===== src/rtl/alu_pkg.sv =====
// Shared definitions for the alu command sequencer: opcode encoding,
// sequencer state and the queued command record.
package alu_pkg;

  localparam int unsigned ALU_W = 4;
  localparam int unsigned OP_W  = 4;

  localparam logic [OP_W-1:0] OP_NOP = 4'd0;
  localparam logic [OP_W-1:0] OP_ADD = 4'd1;
  localparam logic [OP_W-1:0] OP_SUB = 4'd2;
  localparam logic [OP_W-1:0] OP_AND = 4'd3;
  localparam logic [OP_W-1:0] OP_OR  = 4'd4;
  localparam logic [OP_W-1:0] OP_XOR = 4'd5;
  localparam logic [OP_W-1:0] OP_NOT = 4'd6;
  localparam logic [OP_W-1:0] OP_SHL = 4'd7;
  localparam logic [OP_W-1:0] OP_SHR = 4'd8;
  localparam logic [OP_W-1:0] OP_MAX = OP_SHR;

  typedef enum logic [1:0] {
    IDLE = 2'd0,
    EXEC = 2'd1,
    RESP = 2'd2
  } seq_state_t;

  typedef struct packed {
    logic [OP_W-1:0]  op;
    logic [ALU_W-1:0] a;
    logic [ALU_W-1:0] b;
    logic             use_acc;
  } cmd_t;

  // Opcode 0 is reserved as "alu idle", so it is never a legal command.
  function automatic logic op_is_legal(input logic [OP_W-1:0] op);
    return (op != OP_NOP) && (op <= OP_MAX);
  endfunction

endpackage


===== src/rtl/alu_cmd_fifo.sv =====
// In-order command buffer for the alu sequencer; DEPTH must be a power of two
// so the read/write pointers wrap without extra compare logic.
module alu_cmd_fifo
  import alu_pkg::*;
#(
  parameter int unsigned DEPTH = 4
) (
  input  logic clk,
  input  logic rst_n,
  input  logic push_i,
  input  cmd_t push_data_i,
  input  logic pop_i,
  output cmd_t head_o,
  output logic full_o,
  output logic empty_o
);

  localparam int unsigned PTR_W = (DEPTH > 1) ? $clog2(DEPTH) : 1;
  localparam int unsigned CNT_W = $clog2(DEPTH + 1);

  cmd_t             mem_q [DEPTH];
  logic [PTR_W-1:0] wr_ptr_q, wr_ptr_d;
  logic [PTR_W-1:0] rd_ptr_q, rd_ptr_d;
  logic [CNT_W-1:0] count_q, count_d;
  logic             do_push;
  logic             do_pop;

  // A full FIFO refuses a push even when the head is popped in the same cycle.
  assign full_o  = (count_q == CNT_W'(DEPTH));
  assign empty_o = (count_q == '0);
  assign do_push = push_i && !full_o;
  assign do_pop  = pop_i && !empty_o;
  assign head_o  = mem_q[rd_ptr_q];

  always_comb begin
    wr_ptr_d = wr_ptr_q;
    rd_ptr_d = rd_ptr_q;
    count_d  = count_q;
    if (do_push) begin
      wr_ptr_d = wr_ptr_q + PTR_W'(1);
    end
    if (do_pop) begin
      rd_ptr_d = rd_ptr_q + PTR_W'(1);
    end
    case ({do_push, do_pop})
      2'b10:   count_d = count_q + CNT_W'(1);
      2'b01:   count_d = count_q - CNT_W'(1);
      default: count_d = count_q;
    endcase
  end

  always_ff @(posedge clk) begin
    if (!rst_n) begin
      wr_ptr_q <= '0;
      rd_ptr_q <= '0;
      count_q  <= '0;
    end else begin
      wr_ptr_q <= wr_ptr_d;
      rd_ptr_q <= rd_ptr_d;
      count_q  <= count_d;
    end
  end

  always_ff @(posedge clk) begin
    if (do_push) begin
      mem_q[wr_ptr_q] <= push_data_i;
    end
  end

endmodule


===== src/rtl/alu_cmd_sequencer.sv =====
// Feeds queued commands one at a time into the shared combinational alu and returns
// results over valid/ready. Optional counters enabled by ALU_SEQ_STATS_EN.
module alu_cmd_sequencer
  import alu_pkg::*;
#(
  parameter int unsigned DATA_W  = 4,
  parameter int unsigned DEPTH   = 4,
  parameter int unsigned ALU_LAT = 1
) (
  input  logic              clk,
  input  logic              rst_n,
  input  logic              cmd_valid,
  output logic              cmd_ready,
  input  logic [3:0]        cmd_op,
  input  logic [DATA_W-1:0] cmd_a,
  input  logic [DATA_W-1:0] cmd_b,
  input  logic              cmd_use_acc,
  input  logic              acc_clr,
  output logic [3:0]        alu_opcode,
  output logic [DATA_W-1:0] alu_a,
  output logic [DATA_W-1:0] alu_b,
  input  logic [DATA_W-1:0] alu_c,
  output logic              res_valid,
  input  logic              res_ready,
  output logic [DATA_W-1:0] res_data,
  output logic              res_err,
  output logic [DATA_W-1:0] acc_out
`ifdef ALU_SEQ_STATS_EN
  ,
  output logic [15:0]       stat_ops,
  output logic [15:0]       stat_errs
`endif
);

  localparam int unsigned LAT_W = (ALU_LAT > 1) ? $clog2(ALU_LAT) : 1;

  seq_state_t        state_q, state_d;
  logic [3:0]        op_q;
  logic [DATA_W-1:0] a_q;
  logic [DATA_W-1:0] b_q;
  logic [LAT_W-1:0]  lat_q;
  logic [DATA_W-1:0] res_data_q;
  logic              res_err_q;
  logic [DATA_W-1:0] acc_q;

  cmd_t              push_cmd;
  cmd_t              head;
  logic              fifo_full;
  logic              fifo_empty;
  logic              pop;
  logic              head_legal;
  logic              exec_last;

  always_comb begin
    push_cmd         = '0;
    push_cmd.op      = cmd_op;
    push_cmd.a       = cmd_a;
    push_cmd.b       = cmd_b;
    push_cmd.use_acc = cmd_use_acc;
  end

  alu_cmd_fifo #(
    .DEPTH (DEPTH)
  ) u_fifo (
    .clk         (clk),
    .rst_n       (rst_n),
    .push_i      (cmd_valid),
    .push_data_i (push_cmd),
    .pop_i       (pop),
    .head_o      (head),
    .full_o      (fifo_full),
    .empty_o     (fifo_empty)
  );

  assign pop        = (state_q == IDLE) && !fifo_empty;
  assign head_legal = op_is_legal(head.op);
  assign exec_last  = (state_q == EXEC) && (lat_q == LAT_W'(ALU_LAT - 1));

  always_ff @(posedge clk) begin
    if (!rst_n) begin
      state_q <= IDLE;
    end else begin
      state_q <= state_d;
    end
  end

  always_comb begin
    state_d = state_q;
    unique case (state_q)
      IDLE: begin
        if (!fifo_empty) begin
          state_d = head_legal ? EXEC : RESP;
        end
      end
      EXEC: begin
        if (exec_last) begin
          state_d = RESP;
        end
      end
      RESP: begin
        if (res_ready) begin
          state_d = IDLE;
        end
      end
      default: state_d = IDLE;
    endcase
  end

  // The alu bus is quiet (all zero) except while a legal command is executing.
  always_comb begin
    cmd_ready  = !fifo_full;
    res_valid  = (state_q == RESP);
    alu_opcode = '0;
    alu_a      = '0;
    alu_b      = '0;
    if (state_q == EXEC) begin
      alu_opcode = op_q;
      alu_a      = a_q;
      alu_b      = b_q;
    end
    res_data = res_data_q;
    res_err  = res_err_q;
    acc_out  = acc_q;
  end

  // Operand a is taken from the accumulator value present at pop time.
  always_ff @(posedge clk) begin
    if (!rst_n) begin
      op_q       <= '0;
      a_q        <= '0;
      b_q        <= '0;
      lat_q      <= '0;
      res_data_q <= '0;
      res_err_q  <= 1'b0;
    end else if (pop) begin
      op_q  <= head.op;
      a_q   <= head.use_acc ? acc_q : head.a;
      b_q   <= head.b;
      lat_q <= '0;
      if (!head_legal) begin
        res_data_q <= '0;
        res_err_q  <= 1'b1;
      end
    end else if (state_q == EXEC) begin
      if (exec_last) begin
        res_data_q <= alu_c;
        res_err_q  <= 1'b0;
      end else begin
        lat_q <= lat_q + LAT_W'(1);
      end
    end
  end

  always_ff @(posedge clk) begin
    if (!rst_n) begin
      acc_q <= '0;
    end else if (acc_clr) begin
      acc_q <= '0;
    end else if (exec_last) begin
      acc_q <= alu_c;
    end
  end

`ifdef ALU_SEQ_STATS_EN
  logic [15:0] stat_ops_q;
  logic [15:0] stat_errs_q;

  always_ff @(posedge clk) begin
    if (!rst_n) begin
      stat_ops_q  <= '0;
      stat_errs_q <= '0;
    end else begin
      if (exec_last && (stat_ops_q != 16'hFFFF)) begin
        stat_ops_q <= stat_ops_q + 16'd1;
      end
      if (pop && !head_legal && (stat_errs_q != 16'hFFFF)) begin
        stat_errs_q <= stat_errs_q + 16'd1;
      end
    end
  end

  assign stat_ops  = stat_ops_q;
  assign stat_errs = stat_errs_q;
`else
  // Statistics counters are not built in this configuration.
`endif

endmodule


===== config.mk =====
export PLATFORM = sky130hd
export DESIGN_NAME = alu_cmd_sequencer
export DESIGN_NICKNAME = d
export VERILOG_FILES = /design/src/rtl/alu_pkg.sv /design/src/rtl/alu_cmd_fifo.sv /design/src/rtl/alu_cmd_sequencer.sv
export SDC_FILE = /design/constraint.sdc
export NUM_CORES = 1
export LEC_CHECK = 0
export CAP_MARGIN = 10
export CORE_ASPECT_RATIO = 0.8
export CORE_MARGIN = 5
export CORE_UTILIZATION = 54
export DETAILED_ROUTE_END_ITERATION = 12
export GPL_TIMING_DRIVEN = 1
export PLACE_DENSITY = 0.82
export SLEW_MARGIN = 0
export SYNTH_ARGS = -nofsm -noshare
export SYNTH_HDL_FRONTEND = slang
export SYNTH_SLANG_ARGS = --single-unit

===== constraint.sdc =====
create_clock -name clk -period 3.2 [get_ports clk]
set_input_delay 0.48 -clock clk [delete_from_list [all_inputs] [get_ports clk]]
set_output_delay 0.48 -clock clk [all_outputs]
set_load 0.005 [all_outputs]

==> results_dict.tcl <==
set metrics [dict create \
    status "finished, final reports clean" \
    use_met3_pct 5.857 \
    critPathKind "flip-flop to flip-flop" \
    async_flop_share_pct 0 \
    syn_nets 271 \
    yosysWarnings 0 \
    hold_viol 0 \
    p_leak_uw 0.001494 \
    grt_util_met2_pct 27.83 \
    drive_above_1_share_pct 10.44 \
    num_vias 2038 \
    final-setup-viol-count 0 \
    cp-start-kind "flip-flop" \
    place.gp.congestion 0.7405 \
    ys_types 40 \
    synthToLayoutAreaGrowth_pct 20.55 \
    io_buffers 44 \
    viasPerCell 5.349 \
    cts_sinks 85 \
    rsz0062_at_grt "no" \
    r2r-start "u_fifo.count_q[2]" \
    drc 0 \
    antenna_found_initial 0 \
    dieArea_um2 8190 \
    p_total_uw 3261 \
    n_antenna_cell 0 \
    die_height_um 81.95 \
    dr.pass1.iters 4 \
    grt_max_degree 22 \
    synthFlopType "edfxtp_1" \
    busiest_layer "met2" \
    synth_most_common_cell "edfxtp_1" \
    critPathLaunch "u_fifo.count_q[2]" \
    routed_wirelength_um 6412 \
    syn_area_per_cell_um2 14.38 \
    ant_nets 0 \
    synth_common_cells "edfxtp_1 (52), dfxtp_1 (33), nand2_1 (32)" \
    use_met1_pct 21.19 \
    cp.required_ns 3.46 \
    hold_ws_ns 0.4709 \
    irDropWorstVdd_mv 0.4362 \
    postCtsSetupBuffers 0 \
    root_buffer "clkbuf_8" \
    detail_route.wl_per_cell_um 16.83 \
    start_util_pct 55.09 \
    tns_ns 0 \
    synth_edf_count 52 \
    cts_tree "built" \
    tightest_slew_ns 0.7478 \
    drv_cap 0 \
    arrival_ns 2.76 \
    synthesis.area_um2 3495 \
    ys_ff_latch 85 \
    period_share_pct 77.93 \
    multi_input_area_um2 1181 \
    grt_pass1_wl_um 10160 \
    power_density_nw_per_um2 774.0 \
    final_net_count 320 \
    place_hpwl_um 4438 \
    placed_cells 365 \
    synthTopCellsByArea "edfxtp_1 (45%), dfxtp_1 (19%), mux4_1 (6.0%)" \
    min_period_ns 2.494 \
    drv_slew 0 \
    max_freq_mhz 401.0 \
    layout.cells.non_filler 381 \
    max_slew_margin_pct 50.15 \
    hp-class "flip-flop to flip-flop" \
    skew_ns 0.007882 \
    io_pins 45 \
    clk_latency_ns 0.35 \
    cts-buffers-inserted 9 \
    syn_inst 243 \
    seq_area_um2 2222 \
    crit_fanout 6 \
    end_kind "flip-flop" \
    hp-start "op_q[2]" \
    fill_cells 450 \
    clkTransAtPathRegs_ns 0.08 \
    yosysTopAreaCell "edfxtp_1" \
    grt.overflow.total 0 \
    ys_seq_area_share_pct 63.59 \
    cts.repair.resized 0 \
    gr-usage-all-layers_pct 16.90 \
    cts_hold_buf 0 \
    cts_max_level 3 \
    cts_max_path_buffers 2 \
    die_x_um 99.94 \
    design.core.area_um2 6344 \
    rows 26 \
    synth_top_cell_area_share_pct 44.68 \
    drtIter0Drc 122 \
    grt_pass1_vias 2033 \
]
cells in the final DEF (no fill, tap or decap), drive strengths merged, types with 2 or more instances in the layout:
| cell | count |
|---|---|
| and3 | 6 |
| mux2i | 4 |
| nand2 | 32 |
| nor4 | 5 |
| or3 | 2 |
| inv | 7 |
| and2 | 21 |
| a21boi | 10 |
| nor2 | 2 |
| nor2b | 3 |
| o21ai | 4 |
| xnor2 | 4 |
| dfxtp | 33 |
| clkbuf | 10 |
| o21a | 2 |
| clkdlybuf4s50 | 44 |
| clkinv | 4 |
| nor4b | 3 |
| a21oi | 4 |
| o22ai | 3 |
| buf | 5 |
| o211a | 4 |
| edfxtp | 52 |
| nand2b | 3 |
| ha | 5 |
| mux4 | 13 |
power breakdown:
group | switching [µW] | internal, µW
Sequential | 122 | 1360
Combinational | 535 | 502
Clock | 370 | 367
worst max-delay path: stages (launching register included):
cell      delay, ns
dfxtp_1        0.39
or3b_1         0.43
and2_1         0.23
inv_1          0.09
ha_1           0.18
inv_1          0.06
fa_1           0.38
xor2_1         0.16
or3_1          0.30
a21boi_0       0.19
final timing paths:
path / slack [ns] / depth (start not counted) / to
min reg2reg: 0.47 / 2 / op_q[2]
min: 0.47 / 2 / op_q[2]
max reg2reg: 0.71 / 9 / u_fifo.count_q[2]
max: 0.71 / 9 / u_fifo.count_q[2]
routing by layer:
layer | part of all wire [%] | routed length [µm]
met5 | 0 | 0
met4 | 0.89 | 57
met3 | 7.2 | 459
met2 | 48 | 3101
met1 | 44 | 2795
logic make-up after synthesis:
logic type,count (synthesis),share of synthesized area [%]
AO/OA/AOI/OAI,32,6.839
XOR/XNOR,5,1.253
adder cells (fa/ha/maj),6,2.363
buffers and inverters,18,2.613
flip-flops,85,63.59
multiplexers,17,10.38
AND/OR/NAND/NOR,80,12.96
registers in the layout, indices dropped and copies added (netlist names), named ones only:
name and count:
res_err 1, res_data 4, u_fifo.count_q 3, lat_q 1
u_fifo.rd_ptr_q 2, u_fifo.wr_ptr_q 2, b_q 4, state_q 2
a_q 4, op_q 4, acc_out 4, u_fifo.mem_q 52
cell type report:
type	instances	area share, %
clock buffers	10	3.029
multi-input cells	140	28.04
inverters	7	0.6237
clock inverters	6	1.723
flip-flops and latches	85	52.75
well taps	84	2.495
repair buffers	49	11.35
stage by stage:
stage,util [%],setup slack [ns],cell area (µm²)
global route,66.41,0.4958,4213
detailed placement,63.25,0.6140,4013
CTS,66.41,0.7113,4213
floorplan,-,0.7271,3495
finish,66.41,0.7063,4213
global placement,63.25,0.7571,4013
(Power assumes the default switching activity.)
